### src/rtl/axi_line_read_arbiter_if.sv
// Signal bundle between two line-fill requesters, the arbiter and the AXI read channel.
// "master" is the arbiter's view (it masters m_axi); "slave" is everything around it.
interface axi_line_read_arbiter_if;
    logic        s0_arvalid;
    logic        s0_arready;
    logic [63:0] s0_araddr;
    logic [63:0] s0_rdata;
    logic        s0_rvalid;
    logic        s0_rlast;
    logic        s0_rready;

    logic        s1_arvalid;
    logic        s1_arready;
    logic [63:0] s1_araddr;
    logic [63:0] s1_rdata;
    logic        s1_rvalid;
    logic        s1_rlast;
    logic        s1_rready;

    logic        m_axi_arvalid;
    logic        m_axi_arready;
    logic [63:0] m_axi_araddr;
    logic [7:0]  m_axi_arlen;
    logic [2:0]  m_axi_arsize;
    logic [1:0]  m_axi_arburst;
    logic [63:0] m_axi_rdata;
    logic        m_axi_rvalid;
    logic        m_axi_rlast;
    logic        m_axi_rready;

    // Every channel is valid/ready: a transfer happens on a rising edge where both are high,
    // and the sender holds payload stable while valid is high and ready is low.
    modport master (
        input  s0_arvalid, s0_araddr, s0_rready,
        input  s1_arvalid, s1_araddr, s1_rready,
        output s0_arready, s0_rdata, s0_rvalid, s0_rlast,
        output s1_arready, s1_rdata, s1_rvalid, s1_rlast,
        output m_axi_arvalid, m_axi_araddr, m_axi_arlen, m_axi_arsize, m_axi_arburst,
        output m_axi_rready,
        input  m_axi_arready, m_axi_rdata, m_axi_rvalid, m_axi_rlast
    );

    modport slave (
        output s0_arvalid, s0_araddr, s0_rready,
        output s1_arvalid, s1_araddr, s1_rready,
        input  s0_arready, s0_rdata, s0_rvalid, s0_rlast,
        input  s1_arready, s1_rdata, s1_rvalid, s1_rlast,
        input  m_axi_arvalid, m_axi_araddr, m_axi_arlen, m_axi_arsize, m_axi_arburst,
        input  m_axi_rready,
        output m_axi_arready, m_axi_rdata, m_axi_rvalid, m_axi_rlast
    );
endinterface

### src/rtl/axi_line_read_arbiter.sv
// Round-robin arbiter sharing one AXI read channel between two cache-line requesters,
// one line-aligned INCR burst outstanding at a time.
module axi_line_read_arbiter #(
    parameter int BYTES_PER_LINE = 64,
    parameter int BEAT_BYTES     = 8,
    parameter int BEATS          = BYTES_PER_LINE / BEAT_BYTES,
    parameter int OFFSET_SIZE    = $clog2(BYTES_PER_LINE)
) (
    input  logic                    clk,
    input  logic                    reset,
    axi_line_read_arbiter_if.master bus,
    output logic                    err_rlast,
    output logic [1:0]              dbg_state
);
    typedef enum logic [1:0] {
        IDLE = 2'd0,
        ADDR = 2'd1,
        DATA = 2'd2
    } state_t;

    // One extra count value so an overlong burst saturates instead of wrapping to a legal index.
    localparam int               CNT_W     = $clog2(BEATS + 1);
    localparam logic [CNT_W-1:0] LAST_BEAT = CNT_W'(BEATS - 1);
    localparam logic [CNT_W-1:0] CNT_MAX   = CNT_W'(BEATS);
    localparam logic [63:0]      LINE_MASK = ~((64'd1 << OFFSET_SIZE) - 64'd1);

    state_t           state;
    state_t           state_nxt;
    logic             grant;
    logic             last_grant;
    logic [63:0]      addr_q;
    logic [CNT_W-1:0] beat_cnt;

    logic winner;
    logic ar_hs;
    logic sel_rready;
    logic r_hs;
    logic in_data;

    assign dbg_state = state;

    always_comb begin
        winner = bus.s1_arvalid;
        if (bus.s0_arvalid && bus.s1_arvalid) begin
            winner = ~last_grant;
        end
        // Gated by reset so no request is acknowledged while the block is held in reset.
        ar_hs      = (state == IDLE) && reset && (bus.s0_arvalid || bus.s1_arvalid);
        in_data    = (state == DATA);
        sel_rready = grant ? bus.s1_rready : bus.s0_rready;
        r_hs       = in_data && bus.m_axi_rvalid && sel_rready;
    end

    always_ff @(posedge clk or negedge reset) begin
        if (!reset) begin
            state <= IDLE;
        end else begin
            state <= state_nxt;
        end
    end

    always_comb begin
        state_nxt = state;
        case (state)
            IDLE:    if (ar_hs) state_nxt = ADDR;
            ADDR:    if (bus.m_axi_arready) state_nxt = DATA;
            DATA:    if (r_hs && bus.m_axi_rlast) state_nxt = IDLE;
            default: state_nxt = IDLE;
        endcase
    end

    always_comb begin
        bus.s0_arready    = ar_hs && !winner;
        bus.s1_arready    = ar_hs && winner;

        bus.m_axi_arvalid = (state == ADDR);
        bus.m_axi_araddr  = addr_q;
        bus.m_axi_arlen   = 8'(BEATS - 1);
        bus.m_axi_arsize  = 3'd3;
        bus.m_axi_arburst = 2'b01;
        bus.m_axi_rready  = in_data && sel_rready;

        // The requester not holding the grant sees a quiet R channel.
        bus.s0_rvalid     = in_data && !grant && bus.m_axi_rvalid;
        bus.s0_rlast      = in_data && !grant && bus.m_axi_rlast;
        bus.s0_rdata      = (in_data && !grant) ? bus.m_axi_rdata : 64'd0;
        bus.s1_rvalid     = in_data && grant && bus.m_axi_rvalid;
        bus.s1_rlast      = in_data && grant && bus.m_axi_rlast;
        bus.s1_rdata      = (in_data && grant) ? bus.m_axi_rdata : 64'd0;
    end

    always_ff @(posedge clk or negedge reset) begin
        if (!reset) begin
            grant      <= 1'b0;
            last_grant <= 1'b1;
            addr_q     <= 64'd0;
            beat_cnt   <= '0;
            err_rlast  <= 1'b0;
        end else begin
            if (ar_hs) begin
                grant      <= winner;
                last_grant <= winner;
                addr_q     <= (winner ? bus.s1_araddr : bus.s0_araddr) & LINE_MASK;
            end

            if (state == ADDR && bus.m_axi_arready) begin
                beat_cnt <= '0;
            end else if (r_hs && beat_cnt != CNT_MAX) begin
                beat_cnt <= beat_cnt + CNT_W'(1);
            end

            // Flags both an early rlast and a missing rlast on the final expected beat.
            if (r_hs && (bus.m_axi_rlast != (beat_cnt == LAST_BEAT))) begin
                err_rlast <= 1'b1;
            end
        end
    end
endmodule
### src/flat_wrapper.sv
// flat-port wrapper written by rule: the top's interface ports become plain ports
module axi_line_read_arbiter_flat 
#(
    parameter int BYTES_PER_LINE = 64,
    parameter int BEAT_BYTES     = 8,
    parameter int BEATS          = BYTES_PER_LINE / BEAT_BYTES,
    parameter int OFFSET_SIZE    = $clog2(BYTES_PER_LINE)
)
  (clk, reset, err_rlast, dbg_state, bus_s0_arvalid, bus_s0_araddr, bus_s0_rready, bus_s1_arvalid, bus_s1_araddr, bus_s1_rready, bus_s0_arready, bus_s0_rdata, bus_s0_rvalid, bus_s0_rlast, bus_s1_arready, bus_s1_rdata, bus_s1_rvalid, bus_s1_rlast, bus_m_axi_arvalid, bus_m_axi_araddr, bus_m_axi_arlen, bus_m_axi_arsize, bus_m_axi_arburst, bus_m_axi_rready, bus_m_axi_arready, bus_m_axi_rdata, bus_m_axi_rvalid, bus_m_axi_rlast);
  axi_line_read_arbiter_if bus_i ();
  input  logic clk;
  input  logic reset;
  output logic err_rlast;
  output logic [1:0] dbg_state;
  input wire logic [$bits(bus_i.s0_arvalid)-1:0] bus_s0_arvalid;
  input wire logic [$bits(bus_i.s0_araddr)-1:0] bus_s0_araddr;
  input wire logic [$bits(bus_i.s0_rready)-1:0] bus_s0_rready;
  input wire logic [$bits(bus_i.s1_arvalid)-1:0] bus_s1_arvalid;
  input wire logic [$bits(bus_i.s1_araddr)-1:0] bus_s1_araddr;
  input wire logic [$bits(bus_i.s1_rready)-1:0] bus_s1_rready;
  output wire logic [$bits(bus_i.s0_arready)-1:0] bus_s0_arready;
  output wire logic [$bits(bus_i.s0_rdata)-1:0] bus_s0_rdata;
  output wire logic [$bits(bus_i.s0_rvalid)-1:0] bus_s0_rvalid;
  output wire logic [$bits(bus_i.s0_rlast)-1:0] bus_s0_rlast;
  output wire logic [$bits(bus_i.s1_arready)-1:0] bus_s1_arready;
  output wire logic [$bits(bus_i.s1_rdata)-1:0] bus_s1_rdata;
  output wire logic [$bits(bus_i.s1_rvalid)-1:0] bus_s1_rvalid;
  output wire logic [$bits(bus_i.s1_rlast)-1:0] bus_s1_rlast;
  output wire logic [$bits(bus_i.m_axi_arvalid)-1:0] bus_m_axi_arvalid;
  output wire logic [$bits(bus_i.m_axi_araddr)-1:0] bus_m_axi_araddr;
  output wire logic [$bits(bus_i.m_axi_arlen)-1:0] bus_m_axi_arlen;
  output wire logic [$bits(bus_i.m_axi_arsize)-1:0] bus_m_axi_arsize;
  output wire logic [$bits(bus_i.m_axi_arburst)-1:0] bus_m_axi_arburst;
  output wire logic [$bits(bus_i.m_axi_rready)-1:0] bus_m_axi_rready;
  input wire logic [$bits(bus_i.m_axi_arready)-1:0] bus_m_axi_arready;
  input wire logic [$bits(bus_i.m_axi_rdata)-1:0] bus_m_axi_rdata;
  input wire logic [$bits(bus_i.m_axi_rvalid)-1:0] bus_m_axi_rvalid;
  input wire logic [$bits(bus_i.m_axi_rlast)-1:0] bus_m_axi_rlast;
  assign bus_i.s0_arvalid = bus_s0_arvalid;
  assign bus_i.s0_araddr = bus_s0_araddr;
  assign bus_i.s0_rready = bus_s0_rready;
  assign bus_i.s1_arvalid = bus_s1_arvalid;
  assign bus_i.s1_araddr = bus_s1_araddr;
  assign bus_i.s1_rready = bus_s1_rready;
  assign bus_s0_arready = bus_i.s0_arready;
  assign bus_s0_rdata = bus_i.s0_rdata;
  assign bus_s0_rvalid = bus_i.s0_rvalid;
  assign bus_s0_rlast = bus_i.s0_rlast;
  assign bus_s1_arready = bus_i.s1_arready;
  assign bus_s1_rdata = bus_i.s1_rdata;
  assign bus_s1_rvalid = bus_i.s1_rvalid;
  assign bus_s1_rlast = bus_i.s1_rlast;
  assign bus_m_axi_arvalid = bus_i.m_axi_arvalid;
  assign bus_m_axi_araddr = bus_i.m_axi_araddr;
  assign bus_m_axi_arlen = bus_i.m_axi_arlen;
  assign bus_m_axi_arsize = bus_i.m_axi_arsize;
  assign bus_m_axi_arburst = bus_i.m_axi_arburst;
  assign bus_m_axi_rready = bus_i.m_axi_rready;
  assign bus_i.m_axi_arready = bus_m_axi_arready;
  assign bus_i.m_axi_rdata = bus_m_axi_rdata;
  assign bus_i.m_axi_rvalid = bus_m_axi_rvalid;
  assign bus_i.m_axi_rlast = bus_m_axi_rlast;
  axi_line_read_arbiter #(.BYTES_PER_LINE(BYTES_PER_LINE), .BEAT_BYTES(BEAT_BYTES), .BEATS(BEATS), .OFFSET_SIZE(OFFSET_SIZE)) u_core (.clk(clk), .reset(reset), .bus(bus_i), .err_rlast(err_rlast), .dbg_state(dbg_state));
endmodule
### config.mk
export PLATFORM = sky130hd
export DESIGN_NAME = axi_line_read_arbiter_flat
export DESIGN_NICKNAME = d
export VERILOG_FILES = /design/src/rtl/axi_line_read_arbiter_if.sv /design/src/rtl/axi_line_read_arbiter.sv /design/src/flat_wrapper.sv
export SDC_FILE = /design/constraint.sdc
export NUM_CORES = 1
export LEC_CHECK = 0
export BUFFER_PORTS_ARGS = -buffer_cell sky130_fd_sc_hd__buf_2
export CAP_MARGIN = 5
export CORE_AREA = 3 3 162 164
export CTS_CLUSTER_DIAMETER = 50
export DETAILED_ROUTE_END_ITERATION = 8
export DIE_AREA = 0 0 165 167
export GPL_TIMING_DRIVEN = 0
export PLACE_DENSITY_LB_ADDON = 0.25
export SYNTH_ARGS = -nofsm -noshare
export SYNTH_HDL_FRONTEND = slang
export SYNTH_SLANG_ARGS = --single-unit
### constraint.sdc
create_clock -name clk -period 1.7 [get_ports clk]
set_input_delay 0.085 -clock clk [delete_from_list [all_inputs] [get_ports clk]]
set_output_delay 0.085 -clock clk [all_outputs]
set_load 0.05 [all_outputs]
==> reports/qor.csv, run 1 <==
metric,value,unit
routed-wl-met2,14960,µm
synthDominantCellAreaShare,39.72,%
uppermost_layer_routed,met5,
yosysUniqueCellTypes,30,
drt-total-wl,26670,µm
post-route-period-util,106.7,%
drive_above_1_share,63.78,%
result_of_the_run,"finished, violations left",
synth.ff_latch_count,67,
rr_worst_depth,6,
post_route_antenna_net_violation_count,0,
port-buffer-count,385,
failing_checks,negative setup slack,
max-cap-violations,0,
power.density_cell_area,1550,mW/mm²
slew_headroom,49.44,%
fmaxAchievable,0.5513,GHz
drt_pre_antenna_iters,4,
antenna_found_initial,7,
ys_warn_count,0,
flow.area_growth_from_synthesis,157.6,%
worstPathMaxFanout,10,
total_core_area,0.02504,mm²
viasPerCell,4.306,
synth.top_cells.by_area,"sky130_fd_sc_hd__dfrtp_1 40%, sky130_fd_sc_hd__and2_1 20%, sky130_fd_sc_hd__a221o_1 14%, sky130_fd_sc_hd__a21boi_0 10%, sky130_fd_sc_hd__buf_4 4.3%",
netlist_area,0.004158,mm²
synth.largest_area_cell,sky130_fd_sc_hd__dfrtp_1,
fin_worst_skew,0.008177,ns
cp.arrival,1.73,ns
post-layout-total-power,16.60,mW
cts_buffer_depth,2,
worst-endpoint-required,1.62,ns
yosysMostFrequentCell,sky130_fd_sc_hd__and2_1,
met3RoutedLength,1797,µm
synth_commonest_cells,"132 x sky130_fd_sc_hd__and2_1, 66 x sky130_fd_sc_hd__dfrtp_1, 58 x sky130_fd_sc_hd__a21boi_0, 58 x sky130_fd_sc_hd__a221o_1, 26 x sky130_fd_sc_hd__clkbuf_1",
hold_path_depth,2,
syn-instance-count,422,
finalSetupViolations,106,
number_of_nets_at_the_end_of_the_flow,1192,
cts.htree.levels,3,
number_of_buffers_created_by_cts,9,
drtIter0Drc,186,
r2r_setup_slack,0,ns
dieArea,0.02756,mm²
clk_latency,0.33,ns
start_util,16.61,%
worst-slew-pin-transition,0.7584,ns
floorplan.die.width,165,µm
worst_setup_hold_path_clk_slew,0.06,ns
rsz0062_at_grt,true,
wire_per_inst,20.10,µm
layout.cells.non_filler,1327,
post-route-worst-setup-slack,-0.1140,ns
tritoncts,done,
min_path_type,input pin to flip-flop,
finalWeightedCongestion,0.7695,
endpoint_kind,output port,
global_route.overflow_total,0,
synth-seq-area-share,40.36,%
final-max-slew-violation-count,0,
fp.dieH,167,µm
postSynthAreaPerCell,9.852,µm²
via_count_of_the_first_global_routing_pass,6089,
remaining_drc_errors,0,
std_cell_rows,58,
placed_cells,1155,
timing_worst_setup_path_type,flip-flop to output port,
boundaryPins,417,
clock_sinks,67,
asyncSetResetFlopFracSynth,100.0,%
power.static_leakage,5.252,nW
ctsRootBufferMaster,sky130_fd_sc_hd__clkbuf_16,
synth_ff_type,sky130_fd_sc_hd__dfrtp_1,
synth_enable_flop_cells,0,
hpwl_reported_at_the_end_of_detailed_placement,18180,µm
vdd_ir_drop_max,0.8453,mV
gr-usage-all-layers,17.98,%
drt-met1-wl,9232,µm
global_route_wire_length_before_repair,37520,µm
grt_max_degree,36,
crit_path_start_kind,flip-flop,
route.vias.total,5714,
timing.hold.ws,0.03008,ns
hold_violations,0,
final_worst_path_period_need,1.814,ns
-- metrics by stage --
stage / util [%] / area [µm²] / setup TNS (ns) / worst slack (ns)
finish: 42.77 / 10710 / -7.436 / -0.1140
global route: 42.77 / 10710 / -16.35 / -0.1918
CTS: 40.87 / 10230 / -20.20 / -0.1914
detailed placement: 27.37 / 6853 / -123.41 / -1.175
global placement: 27.28 / 6830 / -173.29 / -1.947
floorplan: - / 4491 / -0.03922 / -0.03922
-- flip-flops by register name, summed over array words and instances, names as in the netlist --
signal                   cells
u_core.beat_cnt              4
u_core.bus.m_axi_araddr     58
u_core.dbg_state             2
u_core.err_rlast             1
u_core.grant                 1
u_core.last_grant            1
-- area by class of cell --
class | instances | area, µm²
repair buffers | 543 | 5036
diodes | 3 | 7.507
well taps | 330 | 412.9
clock inverters | 4 | 48.80
clock buffers | 12 | 256.5
fillers | 2350 | 14330
inverters | 5 | 18.77
flip-flops and latches | 67 | 1682
plain buffers | 56 | 661.9
multi-input cells | 307 | 2585
-- power by group --
part	switching, mW	internal, mW
combinational	7.01	4.84
sequential	0.476	2.33
clock	0.728	1.21
total	8.21	8.38
-- cells by family (layout without fill, tap and decap cells) --
family | after synthesis | after routing | synth area share [%]
and+or+nand+nor | 158 | 158 | 23.38
AOI/OAI and AO/OA | 122 | 122 | 25.40
other | 2 | 22 | 0.1806
muxes | 5 | 5 | 1.234
xor gates and xnor gates | 1 | 1 | 0.2107
buffers and inverters | 65 | 620 | 8.637
adders and majority gates | 2 | 2 | 0.6018
DFF | 67 | 67 | 40.36
-- per-layer routing --
layer / vias to the layer above / GRT usage (%)
met1: 2751 / 18.01
met4: 6 / 5.033
met5: - / 0
li1: 2606 / -
met2: 308 / 35.91
met3: 43 / 4.204
-- placed cells by master, fill, tap and decap left out, types with 6 or more instances in the layout --
master                          Yosys  routed
sky130_fd_sc_hd__clkbuf_16          0      20
sky130_fd_sc_hd__buf_2              8     251
sky130_fd_sc_hd__buf_12             0      26
sky130_fd_sc_hd__a21boi_2           0      21
sky130_fd_sc_hd__buf_8              0     117
sky130_fd_sc_hd__dfrtp_1           66      63
sky130_fd_sc_hd__buf_6              2      28
sky130_fd_sc_hd__clkbuf_1          26       8
sky130_fd_sc_hd__nand2_1            6       6
sky130_fd_sc_hd__a221o_1           58      58
sky130_fd_sc_hd__and2_4             0     112
sky130_fd_sc_hd__conb_1             2      19
sky130_fd_sc_hd__a21boi_1           0      27
sky130_fd_sc_hd__and2_1           132      20
sky130_fd_sc_hd__a21boi_0          58      10
sky130_fd_sc_hd__dlygate4sd3_1      0     118
sky130_fd_sc_hd__buf_4             24      35
-- path summary, 6_finish.rpt --
check                                    startpoint                          end
worst max-delay path            u_core.dbg_state[0]             bus_s0_rdata[18]
worst min-delay path              bus_s1_araddr[46]  u_core.bus.m_axi_araddr[46]
worst max register to register  u_core.dbg_state[1]  u_core.bus.m_axi_araddr[56]
worst min register to register     u_core.err_rlast             u_core.err_rlast
max in group asynchronous                     reset  u_core.bus.m_axi_araddr[15]
min in group asynchronous                     reset  u_core.bus.m_axi_araddr[49]
-- critical path: stages, from the launching register on --
cell	delay [ns]
sky130_fd_sc_hd__dfrtp_2	0.44
sky130_fd_sc_hd__nand2b_4	0.18
sky130_fd_sc_hd__nor2_4	0.12
sky130_fd_sc_hd__clkbuf_16	0.19
sky130_fd_sc_hd__clkbuf_8	0.17
sky130_fd_sc_hd__and2_4	0.16
sky130_fd_sc_hd__buf_8	0.14
-- what timing repair did --
| action | 4_1_cts | 5_1_grt |
|---|---|---|
| hold buffers | 123 | 0 |
| pin swaps | 25 | 7 |
| setup endpoints to repair | 193 | 193 |
| hold endpoints to repair | 126 | 0 |
| gates cloned | 7 | 5 |
| gates resized for setup | 448 | 140 |
| buffers inserted | 15 | 8 |
(Power assumes the default switching activity.)
==> inputs of run 2 (changes only) <==
- CELL_PAD_IN_SITES_DETAIL_PLACEMENT: not set -> 1
- CELL_PAD_IN_SITES_GLOBAL_PLACEMENT: not set -> 2
- CORE_AREA: 3 3 162 164 -> 3 3 161 163
- DIE_AREA: 0 0 165 167 -> 0 0 164 166
- MAX_ROUTING_LAYER: not set -> met4
==> run 2 against run 1 <==
Net effect:
- final cell count unchanged
- cell area up 0.37%
- utilization up 1.2 points
- routed wire length up 1.8%
- critical endpoint is now bus_s0_rdata[35]
- sequential power down 2%
- non-clock buffer count up 5
- register-to-register slack worse by 0.06 ns
- the flow still finishes with violations (negative setup slack)
- worst hold slack about the same
- clock skew about the same
- clock-buffer cell count down 1
==> reports/qor.csv, run 2 (synthesis gave the netlist of run 1 again) <==
metric,value,unit
drt-total-wl,27160,µm
tritoncts,done,
min_path_type,input pin to flip-flop,
fmaxAchievable,0.5523,GHz
post_route_antenna_net_violation_count,0,
number_of_nets_at_the_end_of_the_flow,1197,
vdd_ir_drop_max,0.7774,mV
largest_register_ffs,58,
comb_power_share,72.4,%
antenna_found_initial,4,
drt_pre_antenna_iters,5,
final-max-slew-violation-count,0,
global_route.overflow_total,0,
viasPerCell,4.244,
port-buffer-count,385,
p_sw_share,49.99,%
cts.htree.levels,3,
via_count_of_the_first_global_routing_pass,6249,
final_common_cell,sky130_fd_sc_hd__buf_2,
worst-endpoint-required,1.62,ns
power.share.clock,11.0,%
power.density_cell_area,1544,mW/mm²
fp.dieH,166,µm
post-route-worst-setup-slack,-0.1107,ns
ctsRootBufferMaster,sky130_fd_sc_hd__clkbuf_16,
endpoint_kind,output port,
placed_area,0.006845,mm²
rsz0062_at_grt,true,
wire_per_inst,20.47,µm
hold_violations,0,
multiInputGateArea,0.002581,mm²
result_of_the_run,"finished, violations left",
remaining_drc_errors,0,
post-route-period-util,106.5,%
total_core_area,0.02446,mm²
number_of_buffers_created_by_cts,9,
finalWeightedCongestion,0.8352,
worst_setup_hold_path_clk_slew,0.06,ns
std_cell_rows,57,
intPower,8.300,mW
grt_max_degree,35,
power.net_switching,8.297,mW
layout.filler_cells,2730,
max-cap-violations,0,
worst-slew-pin-transition,0.7757,ns
clock_sinks,67,
finalInstanceArea,0.01075,mm²
power.share.sequential,16.6,%
timing_worst_setup_path_type,flip-flop to output port,
timing.hold.ws,0.03048,ns
seq_area,0.001682,mm²
hpwl_reported_at_the_end_of_detailed_placement,18870,µm
finalSetupViolations,136,
layout.cells.most_common_list,"250 x sky130_fd_sc_hd__buf_2, 118 x sky130_fd_sc_hd__dlygate4sd3_1, 112 x sky130_fd_sc_hd__buf_8",
final_worst_path_period_need,1.811,ns
drive_above_1_share,63.76,%
crit_path_start_kind,flip-flop,
start_util,17.00,%
cp.arrival,1.73,ns
flow.area_growth_from_synthesis,158.5,%
boundaryPins,417,
gr-usage-all-layers,18.85,%
worstPathMaxFanout,10,
post-layout-total-power,16.60,mW
floorplan.die.width,164,µm
dieArea,0.02722,mm²
global_route_wire_length_before_repair,38180,µm
clk_latency,0.34,ns
fin_worst_skew,0.008478,ns
route.vias.total,5632,
drtIter0Drc,124,
failing_checks,negative setup slack,
slew_headroom,48.28,%
cts_buffer_depth,2,
place_worst_setup_slack,-1.079,ns
power.static_leakage,5.260,nW
-- run 2: cell types whose count changed in the layout (fill, tap and decap cells not counted), sizes merged --
| cell | delta |
|---|---|
| buf | +1 |
| bufinv | -1 |
| clkbuf | +3 |
| clkinv | -1 |
| clkinvlp | +2 |
| diode | +1 |
| inv | +1 |
-- run 2: what timing repair did --
item                                    CTS  global route
gates cloned                              2            10
pin swaps                                 3            14
resized for setup                       425           164
hold endpoints to repair                123             0
endpoints found under the setup margin  193           192
hold buffers                            121             0
buffers inserted                         12            15
-- run 2: final timing paths --
kind                                startpoint                     endpoint  slack [ns]  depth (start not counted)
min                          bus_s1_araddr[15]  u_core.bus.m_axi_araddr[15]        0.03                          2
max in group asynchronous                reset          u_core.dbg_state[1]        0.88                          5
max                        u_core.dbg_state[0]             bus_s0_rdata[35]       -0.11                          6
min in group asynchronous                reset  u_core.bus.m_axi_araddr[49]        0.36                          4
min reg2reg                   u_core.err_rlast             u_core.err_rlast        0.46                          1
max reg2reg                u_core.dbg_state[1]  u_core.bus.m_axi_araddr[38]       -0.06                          7
-- run 2: cell type report --
type                    instances  area share [%]
plain buffers                  59           6.670
diodes                          4         0.09312
flip-flops and latches         67           15.64
clock buffers                  11           2.258
repair buffers                545           47.03
clock inverters                 5          0.3492
well taps                     324           3.771
multi-input cells             307           24.01
inverters                       5          0.1746
-- run 2: worst max-delay path, stage by stage, from the launching register on --
cell and delay, ns:
sky130_fd_sc_hd__dfrtp_2 0.43, sky130_fd_sc_hd__nand2b_4 0.18, sky130_fd_sc_hd__nor2_4 0.12, sky130_fd_sc_hd__clkbuf_16 0.18, sky130_fd_sc_hd__clkbuf_16 0.17, sky130_fd_sc_hd__and2_4 0.16, sky130_fd_sc_hd__buf_8 0.14
-- run 2: layer usage --
metal,global-route usage (%),vias to the layer above,share of wire (%)
met1,19.29,2722,37
met5,-,-,0
met3,4.789,34,6.5
met2,34.89,260,54
met4,5.811,0,2.4
li1,-,2616,-
-- run 2: metrics by stage --
stage	TNS, ns	utilization (%)	std cells
after floorplan	-0.03922	-	439
after global placement	-151.41	27.89	1148
after detailed placement	-107.11	27.98	1149
after CTS	-12.90	40.83	1300
after global routing	-19.80	43.94	1327
final	-8.849	43.94	1327
-- run 2: power groups by stage --
| stage | registers, mW | clock network, mW | logic (mW) |
|---|---|---|---|
| 4_1_cts | 2.75 | 1.87 | 10.9 |
| 5_1_grt | 2.87 | 1.96 | 12.5 |
| 2_1_floorplan | 5.07 | 0 | 4.35 |
| 6_report | 2.76 | 1.82 | 12.0 |
| 3_5_place_dp | 2.75 | 0 | 9.00 |
| 3_3_place_gp | 2.72 | 0 | 8.98 |
